--- config.mk ---
export PLATFORM = sky130hd
export DESIGN_NAME = airlock_arrival_flat
export DESIGN_NICKNAME = d
export VERILOG_FILES = /design/src/rtl/airlock_pkg.sv /design/src/rtl/airlock_arrival_if.sv /design/src/rtl/airlock_tick_counter.sv /design/src/rtl/airlock_arrival.sv /design/src/flat_wrapper.sv
export SDC_FILE = /design/constraint.sdc
export NUM_CORES = 1
export LEC_CHECK = 0
export CORE_MARGIN = 3
export CORE_UTILIZATION = 45
export CTS_CLUSTER_SIZE = 16
export DETAILED_ROUTE_END_ITERATION = 12
export PLACE_DENSITY = 0.75
export SYNTH_ARGS = -nofsm -noshare
export SYNTH_HDL_FRONTEND = slang
export SYNTH_HIERARCHICAL = 1
export SYNTH_SLANG_ARGS = --single-unit
--- constraint.sdc ---
create_clock -name clk -period 2.01 [get_ports clk]
set_input_delay 0.402 -clock clk [delete_from_list [all_inputs] [get_ports clk]]
set_output_delay 0.402 -clock clk [all_outputs]
set_load 0.02 [all_outputs]
--- src/rtl/airlock_pkg.sv ---
// ============================================================================
// airlock_pkg : state encoding and default timing shared by both airlock sides
// Rev 1.0
// ============================================================================
`default_nettype none

package airlock_pkg;

  localparam int unsigned DWELL_TICKS_DEF   = 5;
  localparam int unsigned TIMEOUT_TICKS_DEF = 20;

  localparam logic [3:0] ST_IDLE       = 4'd0;
  localparam logic [3:0] ST_WAIT_DWELL = 4'd1;
  localparam logic [3:0] ST_PRESS      = 4'd2;
  localparam logic [3:0] ST_OPEN_OUT   = 4'd3;
  localparam logic [3:0] ST_ENTER      = 4'd4;
  localparam logic [3:0] ST_CLOSE_OUT  = 4'd5;
  localparam logic [3:0] ST_EVAC       = 4'd6;
  localparam logic [3:0] ST_OPEN_IN    = 4'd7;
  localparam logic [3:0] ST_EXIT       = 4'd8;
  localparam logic [3:0] ST_CLOSE_IN   = 4'd9;
  localparam logic [3:0] ST_FAULT      = 4'd10;

  typedef enum logic [3:0] {
    S_IDLE       = ST_IDLE,
    S_WAIT_DWELL = ST_WAIT_DWELL,
    S_PRESS      = ST_PRESS,
    S_OPEN_OUT   = ST_OPEN_OUT,
    S_ENTER      = ST_ENTER,
    S_CLOSE_OUT  = ST_CLOSE_OUT,
    S_EVAC       = ST_EVAC,
    S_OPEN_IN    = ST_OPEN_IN,
    S_EXIT       = ST_EXIT,
    S_CLOSE_IN   = ST_CLOSE_IN,
    S_FAULT      = ST_FAULT
  } state_t;

  // Sensor-wait states guarded by the watchdog.
  function automatic logic is_watched(input state_t s);
    return (s >= S_PRESS) && (s <= S_CLOSE_IN);
  endfunction

endpackage

`default_nettype wire

--- src/rtl/airlock_arrival_if.sv ---
// ============================================================================
// airlock_arrival_if : request, interlock, sensor and actuator bundle
// Rev 1.0
// ============================================================================
`default_nettype none

interface airlock_arrival_if;
  logic tick;
  logic arrive_req;
  logic departing;
  logic pressurized;
  logic evacuated;
  logic outer_door_open;
  logic inner_door_open;
  logic boat_in;
  logic boat_out;
  logic arriving;
  logic pressurize_cmd;
  logic evacuate_cmd;
  logic outer_open_cmd;
  logic inner_open_cmd;
  logic done;
  logic fault;

  modport master (
    input  tick, arrive_req, departing, pressurized, evacuated,
           outer_door_open, inner_door_open, boat_in, boat_out,
    output arriving, pressurize_cmd, evacuate_cmd, outer_open_cmd,
           inner_open_cmd, done, fault
  );

  modport slave (
    output tick, arrive_req, departing, pressurized, evacuated,
           outer_door_open, inner_door_open, boat_in, boat_out,
    input  arriving, pressurize_cmd, evacuate_cmd, outer_open_cmd,
           inner_open_cmd, done, fault
  );
endinterface

`default_nettype wire

--- src/rtl/airlock_tick_counter.sv ---
// ============================================================================
// airlock_tick_counter : loadable down-counter of time-base ticks
// Rev 1.0
// ============================================================================
`default_nettype none

module airlock_tick_counter #(
  parameter int unsigned MAX   = 5,
  parameter int unsigned WIDTH = $clog2(MAX + 1)
) (
  input  wire logic             clk,
  input  wire logic             rst,
  input  wire logic             load,
  input  wire logic [WIDTH-1:0] load_value,
  input  wire logic             tick,
  output logic                  zero
);

  logic [WIDTH-1:0] count;

  always_ff @(posedge clk) begin
    if (rst) begin
      count <= '0;
    end else if (load) begin
      count <= load_value;
    end else if (tick && (count != '0)) begin
      count <= count - 1'b1;
    end
  end

  // Flags the tick that takes the count to zero, so the owner can act on that same edge.
  assign zero = tick && (count == WIDTH'(1));

endmodule

`default_nettype wire

--- src/rtl/airlock_arrival.sv ---
// ============================================================================
// airlock_arrival : arrival-side airlock sequencer (outer door in, inner door out)
// Optional watchdog/FAULT state: define ARRIVAL_TIMEOUT_EN.
// Rev 1.0
// ============================================================================
`default_nettype none

module airlock_arrival
  import airlock_pkg::*;
#(
  parameter int unsigned DWELL_TICKS   = DWELL_TICKS_DEF,
  parameter int unsigned TIMEOUT_TICKS = TIMEOUT_TICKS_DEF
) (
  input  wire logic         clk,
  input  wire logic         rst,
  airlock_arrival_if.master bus
);

  localparam int unsigned DWELL_W = $clog2(DWELL_TICKS + 1);

  state_t state;
  state_t next_state;
  logic   dwell_load;
  logic   dwell_zero;

  logic arriving_reg, press_reg, evac_reg, outer_reg, inner_reg, done_reg;
  logic arriving_nxt, press_nxt, evac_nxt, outer_nxt, inner_nxt, done_nxt;

  // Held loaded outside the dwell so the full count is present on entry.
  assign dwell_load = (state != S_WAIT_DWELL);

  airlock_tick_counter #(
    .MAX   (DWELL_TICKS),
    .WIDTH (DWELL_W)
  ) u_dwell (
    .clk        (clk),
    .rst        (rst),
    .load       (dwell_load),
    .load_value (DWELL_W'(DWELL_TICKS)),
    .tick       (bus.tick),
    .zero       (dwell_zero)
  );

`ifdef ARRIVAL_TIMEOUT_EN
  localparam int unsigned WD_W = $clog2(TIMEOUT_TICKS + 1);

  logic wd_load;
  logic wd_zero;
  logic fault_reg;

  assign wd_load = (next_state != state) || !is_watched(state);

  airlock_tick_counter #(
    .MAX   (TIMEOUT_TICKS),
    .WIDTH (WD_W)
  ) u_watchdog (
    .clk        (clk),
    .rst        (rst),
    .load       (wd_load),
    .load_value (WD_W'(TIMEOUT_TICKS)),
    .tick       (bus.tick),
    .zero       (wd_zero)
  );

  always_ff @(posedge clk) begin
    if (rst) begin
      fault_reg <= 1'b0;
    end else begin
      fault_reg <= (next_state == S_FAULT);
    end
  end

  assign bus.fault = fault_reg;
`else
  logic unused_timeout;
  assign unused_timeout = (TIMEOUT_TICKS != 0);
  assign bus.fault      = 1'b0;
`endif

  always_comb begin
    next_state = state;
    case (state)
      S_IDLE:       if (bus.arrive_req && !bus.departing) next_state = S_WAIT_DWELL;
      S_WAIT_DWELL: if (dwell_zero)                       next_state = S_PRESS;
      S_PRESS:      if (bus.pressurized)                  next_state = S_OPEN_OUT;
      S_OPEN_OUT:   if (bus.outer_door_open)              next_state = S_ENTER;
      S_ENTER:      if (bus.boat_in)                      next_state = S_CLOSE_OUT;
      S_CLOSE_OUT:  if (!bus.outer_door_open)             next_state = S_EVAC;
      S_EVAC:       if (bus.evacuated)                    next_state = S_OPEN_IN;
      S_OPEN_IN:    if (bus.inner_door_open)              next_state = S_EXIT;
      S_EXIT:       if (bus.boat_out)                     next_state = S_CLOSE_IN;
      S_CLOSE_IN:   if (!bus.inner_door_open)             next_state = S_IDLE;
      S_FAULT:      next_state = S_FAULT;
      default:      next_state = S_IDLE;
    endcase
`ifdef ARRIVAL_TIMEOUT_EN
    // A sensor arriving on the expiry edge still wins over the timeout.
    if (is_watched(state) && (next_state == state) && wd_zero) begin
      next_state = S_FAULT;
    end
`endif

    arriving_nxt = (next_state != S_IDLE) && (next_state != S_FAULT);
    press_nxt    = (next_state == S_PRESS);
    outer_nxt    = (next_state == S_OPEN_OUT) || (next_state == S_ENTER);
    evac_nxt     = (next_state == S_EVAC);
    inner_nxt    = (next_state == S_OPEN_IN) || (next_state == S_EXIT);
    done_nxt     = (state == S_CLOSE_IN) && (next_state == S_IDLE);
  end

  always_ff @(posedge clk) begin
    if (rst) begin
      state        <= S_IDLE;
      arriving_reg <= 1'b0;
      press_reg    <= 1'b0;
      evac_reg     <= 1'b0;
      outer_reg    <= 1'b0;
      inner_reg    <= 1'b0;
      done_reg     <= 1'b0;
    end else begin
      state        <= next_state;
      arriving_reg <= arriving_nxt;
      press_reg    <= press_nxt;
      evac_reg     <= evac_nxt;
      outer_reg    <= outer_nxt;
      inner_reg    <= inner_nxt;
      done_reg     <= done_nxt;
    end
  end

  assign bus.arriving       = arriving_reg;
  assign bus.pressurize_cmd = press_reg;
  assign bus.evacuate_cmd   = evac_reg;
  assign bus.outer_open_cmd = outer_reg;
  assign bus.inner_open_cmd = inner_reg;
  assign bus.done           = done_reg;

endmodule

`default_nettype wire

--- src/flat_wrapper.sv ---
// flat-port wrapper written by rule: the top's interface ports become plain ports
module airlock_arrival_flat import airlock_pkg::*;
#(
  parameter int unsigned DWELL_TICKS   = DWELL_TICKS_DEF,
  parameter int unsigned TIMEOUT_TICKS = TIMEOUT_TICKS_DEF
)
  (clk, rst, bus_tick, bus_arrive_req, bus_departing, bus_pressurized, bus_evacuated, bus_outer_door_open, bus_inner_door_open, bus_boat_in, bus_boat_out, bus_arriving, bus_pressurize_cmd, bus_evacuate_cmd, bus_outer_open_cmd, bus_inner_open_cmd, bus_done, bus_fault);
  airlock_arrival_if bus_i ();
  input  wire logic clk;
  input  wire logic rst;
  input wire logic [$bits(bus_i.tick)-1:0] bus_tick;
  input wire logic [$bits(bus_i.arrive_req)-1:0] bus_arrive_req;
  input wire logic [$bits(bus_i.departing)-1:0] bus_departing;
  input wire logic [$bits(bus_i.pressurized)-1:0] bus_pressurized;
  input wire logic [$bits(bus_i.evacuated)-1:0] bus_evacuated;
  input wire logic [$bits(bus_i.outer_door_open)-1:0] bus_outer_door_open;
  input wire logic [$bits(bus_i.inner_door_open)-1:0] bus_inner_door_open;
  input wire logic [$bits(bus_i.boat_in)-1:0] bus_boat_in;
  input wire logic [$bits(bus_i.boat_out)-1:0] bus_boat_out;
  output wire logic [$bits(bus_i.arriving)-1:0] bus_arriving;
  output wire logic [$bits(bus_i.pressurize_cmd)-1:0] bus_pressurize_cmd;
  output wire logic [$bits(bus_i.evacuate_cmd)-1:0] bus_evacuate_cmd;
  output wire logic [$bits(bus_i.outer_open_cmd)-1:0] bus_outer_open_cmd;
  output wire logic [$bits(bus_i.inner_open_cmd)-1:0] bus_inner_open_cmd;
  output wire logic [$bits(bus_i.done)-1:0] bus_done;
  output wire logic [$bits(bus_i.fault)-1:0] bus_fault;
  assign bus_i.tick = bus_tick;
  assign bus_i.arrive_req = bus_arrive_req;
  assign bus_i.departing = bus_departing;
  assign bus_i.pressurized = bus_pressurized;
  assign bus_i.evacuated = bus_evacuated;
  assign bus_i.outer_door_open = bus_outer_door_open;
  assign bus_i.inner_door_open = bus_inner_door_open;
  assign bus_i.boat_in = bus_boat_in;
  assign bus_i.boat_out = bus_boat_out;
  assign bus_arriving = bus_i.arriving;
  assign bus_pressurize_cmd = bus_i.pressurize_cmd;
  assign bus_evacuate_cmd = bus_i.evacuate_cmd;
  assign bus_outer_open_cmd = bus_i.outer_open_cmd;
  assign bus_inner_open_cmd = bus_i.inner_open_cmd;
  assign bus_done = bus_i.done;
  assign bus_fault = bus_i.fault;
  airlock_arrival #(.DWELL_TICKS(DWELL_TICKS), .TIMEOUT_TICKS(TIMEOUT_TICKS)) u_core (.clk(clk), .rst(rst), .bus(bus_i));
endmodule
### Word-level counts from Yosys, hierarchy flattened

Index checks and enable logic that the tools add are counted.

| word-level totals | value |
|---|---|
| flip-flop bits (word level) | 13 |
| latch bits | 0 |
| bits in writable memories | 0 |
| bits in read-only memories | 0 |
| input port bits | 11 |
| logic and storage cells | 56 |
| memories | 0 |

| operators by class | value |
|---|---|
| $add $sub $neg | 1 |
| $mul | 0 |
| divide/modulo/power cells | 0 |
| $lt $le $gt $ge | 0 |
| eq/ne operators | 19 |
| shift operators | 0 |
| muxes and demuxes | 13 |
| bitwise gates (word level) | 0 |
| reductions and logical operators | 14 |

Operators with widths:

| operator | count |
|---|---|
| $pmux W4 S11 | 1 |
| $mux W4 | 10 |
| $eq A4 B3 Y1 const B | 7 |
| $eq A4 B2 Y1 const B | 4 |
| $eq A4 B4 Y1 const B | 4 |
| $logic_not A4 Y1 | 2 |
| $mux W3 | 2 |
| $logic_and A1 B1 Y1 | 5 |
| $eq A4 B1 Y1 const B | 1 |
| $ne A4 B1 Y1 const B | 1 |
| $ne A4 B4 Y1 const B | 1 |
| $reduce_bool A4 Y1 | 1 |
| $eq A3 B1 Y1 const B | 1 |
| $reduce_bool A3 Y1 | 1 |
| $sub A3 B1 Y3 const B | 1 |
| $logic_or A1 B1 Y1 | 2 |
| $reduce_bool A2 Y1 | 1 |
| $reduce_or A2 Y1 | 1 |
| $logic_not A1 Y1 | 1 |

### Longest topological paths before layout

| logic depth | value |
|---|---|
| word-level depth | 6 |
| gate-level depth with buffers | 7 |
| mapped depth without buffers | 7 |

### By module

The synthesis kept the hierarchy.

Modules (own cells, without submodules):

| module | instances | cells an instance | area an instance (um^2) |
|---|---|---|---|
| airlock_arrival | 1 | 68 | 608.1 |
| airlock_tick_counter | 1 | 23 | 202.7 |

### Least setup slack after synthesis

OpenSTA, ideal clock, no wires.

| path | value |
|---|---|
| path type | register to register |
| from | reg u_core.state[0] |
| to | reg u_core.u_dwell.count[1] |
| library setup time | 0.074 ns |
| arrival | 1.557 ns |
| data required time | 1.936 ns |
| slack | 0.378 ns |
| stages on the path, launching flop included | 6 |
| cells stage by stage | dfxtp_1 -> buf_4 -> nor3b_1 -> or2b_1 -> or3_1 -> a31oi_1 |

| between the ends | value |
|---|---|
| longest elaborated chain between the ends | 2 |

RTL lines:

| item | line | text |
|---|---|---|
| start: declaration | airlock_arrival.sv:21 | `state_t state;` |
| start signal: assignment | airlock_arrival.sv:121 | `state <= next_state;` |
| $ne A4 B1 Y1 | airlock_arrival.sv:30 | `assign dwell_load = (state != S_WAIT_DWELL);` |
| net u_core.dwell_load | airlock_arrival.sv:23 | `logic dwell_load;` |
| $reduce_or A2 Y1 (no line) | n/a |  |
| end signal: assignment | airlock_tick_counter.sv:25 | `count <= load_value;` |
| end signal: assignment | airlock_tick_counter.sv:27 | `count <= count - 1'b1;` |
| end: declaration | airlock_tick_counter.sv:19 | `logic [WIDTH-1:0] count;` |

The timed path passes the listed nets, and every way through them passes these cells.
A chain may end at the register's enable or synchronous reset.

### Worst setup path after layout

| path | value |
|---|---|
| from | in bus_tick |
| to | reg u_core.arriving_reg (netlist: u_core/bus.arriving) |

| between the ends | value |
|---|---|
| longest elaborated chain between the ends | 5 |
| elaborated cells on any way between the ends | 6 |
| classes of those cells | 1 x eq/ne; 2 x mux; 3 x reduce/logical |

RTL lines:

| item | line | text |
|---|---|---|
| start: declaration | flat_wrapper.sv:11 | `input wire logic [$bits(bus_i.tick)-1:0] bus_tick;` |
| $logic_and A1 B1 Y1 * | airlock_tick_counter.sv:32 | `assign zero = tick && (count == WIDTH'(1));` |
| net u_core.dwell_zero | airlock_arrival.sv:24 | `logic dwell_zero;` |
| $mux W4 * | airlock_arrival.sv:84 | `S_WAIT_DWELL: if (dwell_zero) next_state = S_PRESS;` |
| $pmux W4 S11 * | airlock_arrival.sv:82 | `case (state)` |
| $ne A4 B4 Y1 / $reduce_bool A4 Y1 (equally long branches) | airlock_arrival.sv:103 | `arriving_nxt = (next_state != S_IDLE) && (next_state != S_FAULT);` |
| $logic_and A1 B1 Y1 * | airlock_arrival.sv:103 |  |
| end signal: assignment | airlock_arrival.sv:122 | `arriving_reg <= arriving_nxt;` |
| end: declaration | airlock_arrival.sv:26 | `logic arriving_reg, press_reg, evac_reg, outer_reg, inner_reg, done_reg;` |

The timed path passes the listed nets; every way through them passes the cells marked *.

==> results.json <==
{
  "fin_area_sq_mm": 0.00102,
  "synth_fa_ha_area_share_pct": 4.63,
  "pre_cts_ws_ns": -0.178,
  "cp_slowest_cell": "clkdlybuf4s50_1",
  "drtIter0Drc": 25,
  "crit_arrival_ns": 1.99,
  "worstReg2RegEnd": "u_core/u_dwell/count[1]$_SDFFE_PP0P_",
  "grt_pass1_wl_mm": 2.93,
  "ios": 18,
  "critical_path_required_ns": 2.15,
  "yosys.area.top_type_share_pct": 32.1,
  "layout-drive-gt1-share_pct": 10.8,
  "clkTransAtPathRegs_ns": 0.07,
  "dr.pass1.iters": 4,
  "power_density_mw_per_mm2": 651,
  "p_leak_nw": 0.390,
  "placed_area_sq_um": 992,
  "overflow": 0,
  "fill_cells": 142,
  "post_cts_buffers": 0,
  "synth-compound-area-share_pct": 22.2,
  "synthSimpleGateAreaFrac_pct": 31.5,
  "clk_latency_ns": 0.28,
  "cp-startpoint": "bus_tick",
  "rows": 14,
  "cts_tree": "yes",
  "routed_wirelength_mm": 1.64,
  "synth_edf_count": 0,
  "syn_area_per_cell_sq_um": 8.91,
  "yosysWarnings": 6,
  "synth-seq-area-share_pct": 32.1,
  "die_w_microns": 48.4,
  "clock_path_buffers": 2,
  "r2r_start": "u_core/state[3]$_SDFF_PP0_",
  "ys_async_sr_fraction_pct": 0,
  "slew_headroom_pct": 66.2,
  "grt_pass1_vias": 652,
  "hold_viol": 0,
  "top_usage_layer": "met2",
  "gr-usage-met1_pct": 21.5,
  "reg2reg_slack_ns": 0.20,
  "post-route-util_pct": 63.9,
  "diodes": 0,
  "crit_path_max_incr_delay_ns": 0.53,
  "status": "complete, no violations",
  "setup_violations": 0,
  "gr-usage-met3_pct": 4.91,
  "endpoint_kind": "register",
  "drc": 0,
  "htree_levels": 1,
  "initial_utilization_pct": 50.9,
  "coreArea_sq_mm": 0.00159,
  "wire_per_inst_microns": 12.1,
  "worst_pin_slew_ns": 0.506,
  "finalCriticalPeriod_ns": 1.84,
  "synth_ff_type": "dfxtp_1",
  "finalClockSkew_ns": 0.0127,
  "yosys-top-cells-area": "dfxtp_1 (32%), ha_1 (4.6%), nand2b_1 (3.9%)",
  "synth_xor_area_share_pct": 1.08,
  "postSynthCellCount": 91,
  "fmax_ghz": 0.542,
  "cts_buffers": 3,
  "crit_end": "u_core/bus.arriving$_SDFF_PP0_",
  "reg_top3": "u_core/state (4), u_core/u_dwell/count (3)",
  "ys_seq_elements": 13,
  "cts.sinks": 13,
  "drv_cap": 0,
  "global_route.usage.met2_pct": 22.0,
  "critPathLaunchType": "input pin",
  "peakVddDrop_uv": 632,
  "largest_register": "u_core/state",
  "ff2ff_path_depth": 4,
  "globalplace.congestion": 0.814,
  "dp_hpwl_mm": 1.25,
  "rsz0062_at_grt": "no",
  "nets": 126,
  "hold_slack_ns": 0.509,
  "antenna_found_initial": 0,
  "critPathKind": "in -> reg",
  "vias": 706,
  "syn_to_final_growth_pct": 25.6,
  "ant_nets": 0,
  "yosys.cell_types.count": 38,
  "grt_max_degree": 16,
  "port_buffers": 16,
  "ys_top_cells_by_count": "dfxtp_1 (13), inv_1 (6), nor2_1 (6)",
  "slew_viol_final": 0,
  "die_h_microns": 48.4,
  "synth_top_family_by_area": "simple AND/OR/NAND/NOR gates",
  "grtUsageTotal_pct": 15.4,
  "synth_mux_area_share_pct": 0,
  "period_share_pct": 91.8,
  "dieArea_sq_mm": 0.00235,
  "cts_resized": 0,
  "cp_max_fo": 3,
  "synth_largest_area_cell": "dfxtp_1",
  "cts_hold_buf": 0,
  "vias_per_cell": 5.23,
  "setup_slack_ns": 0.165,
  "min_path_type": "reg -> reg",
  "largest_reg_flops": 4,
  "root_buffer": "clkbuf_4",
  "synth.most_common_cell": "dfxtp_1",
  "crit_chain": "clkdlybuf4s50_1 > and3_2 > o21ai_0 > a2111o_1 > nor3_2 > a221oi_2",
  "synthesis.area_sq_um": 811
}
-- cell type report --
cell class	instances	area, sq um	share of cell area, %
multi-input cells	69	497	48.8
flip-flops and latches	13	260	25.6
repair buffers	19	183	17.9
well taps	24	30.0	2.95
clock buffers	4	26.3	2.58
inverters	6	22.5	2.21
-- routing by layer --
layer	part of all wire [%]	wire, microns
met1	51	829
met2	41	675
met3	5.9	96
met5	0	0
met4	2.3	38
-- logic make-up (layout without fill, tap and decap cells) --
kind of cell / after synthesis / after routing
flops: 13 / 13
simple gates: 39 / 39
other cells: 2 / 4
xor+xnor: 1 / 1
buf+inv: 11 / 29
compound gates: 22 / 22
fa+ha+maj: 3 / 3
-- worst max-delay path, delay by kind of cell --
kind                   cells  cell delay, ns
AO/OA/AOI/OAI              3            0.64
buffers and inverters      1            0.53
AND/OR/NAND/NOR            2            0.42
-- layout by cell type (no fill, tap or decap), types with 3 or more instances in the layout --
cell,n
clkdlybuf4s50_1,16
dfxtp_1,13
nor2_1,6
inv_1,6
nand2_1,5
nand2b_1,5
a21oi_1,5
nor2b_1,4
conb_1,4
clkbuf_4,3
a31oi_1,3
o21ai_0,3
nand3b_1,3
buf_4,3
ha_1,3
-- how the worst min path moves through the flow --
stage          cells after the start                                    to                                  from  slack [ns]
2_1_floorplan                      1        u_core/bus.arriving$_SDFF_PP0_                                   rst        0.47
3_3_place_gp                       2  u_core/u_dwell/count[1]$_SDFFE_PP0P_  u_core/u_dwell/count[1]$_SDFFE_PP0P_        0.49
3_5_place_dp                       2  u_core/u_dwell/count[1]$_SDFFE_PP0P_  u_core/u_dwell/count[1]$_SDFFE_PP0P_        0.50
4_1_cts                            2  u_core/u_dwell/count[1]$_SDFFE_PP0P_  u_core/u_dwell/count[1]$_SDFFE_PP0P_        0.51
5_1_grt                            2  u_core/u_dwell/count[2]$_SDFFE_PP0P_  u_core/u_dwell/count[2]$_SDFFE_PP0P_        0.55
6_report                           2  u_core/u_dwell/count[1]$_SDFFE_PP0P_  u_core/u_dwell/count[1]$_SDFFE_PP0P_        0.51
-- power breakdown --
part	total, mW	switching, mW	internal [mW]
registers	0.298	0.0194	0.279
logic	0.204	0.102	0.103
clock network	0.160	0.0833	0.0768
-- metrics by stage --
stage / power [mW] / std cells / TNS, ns
global placement: 0.504 / 131 / -0.398
global route: 0.702 / 135 / 0
finish: 0.663 / 135 / 0
CTS: 0.667 / 135 / 0
floorplan: 0.443 / 93 / 0
detailed placement: 0.508 / 131 / -0.665
(Power assumes the default switching activity.)
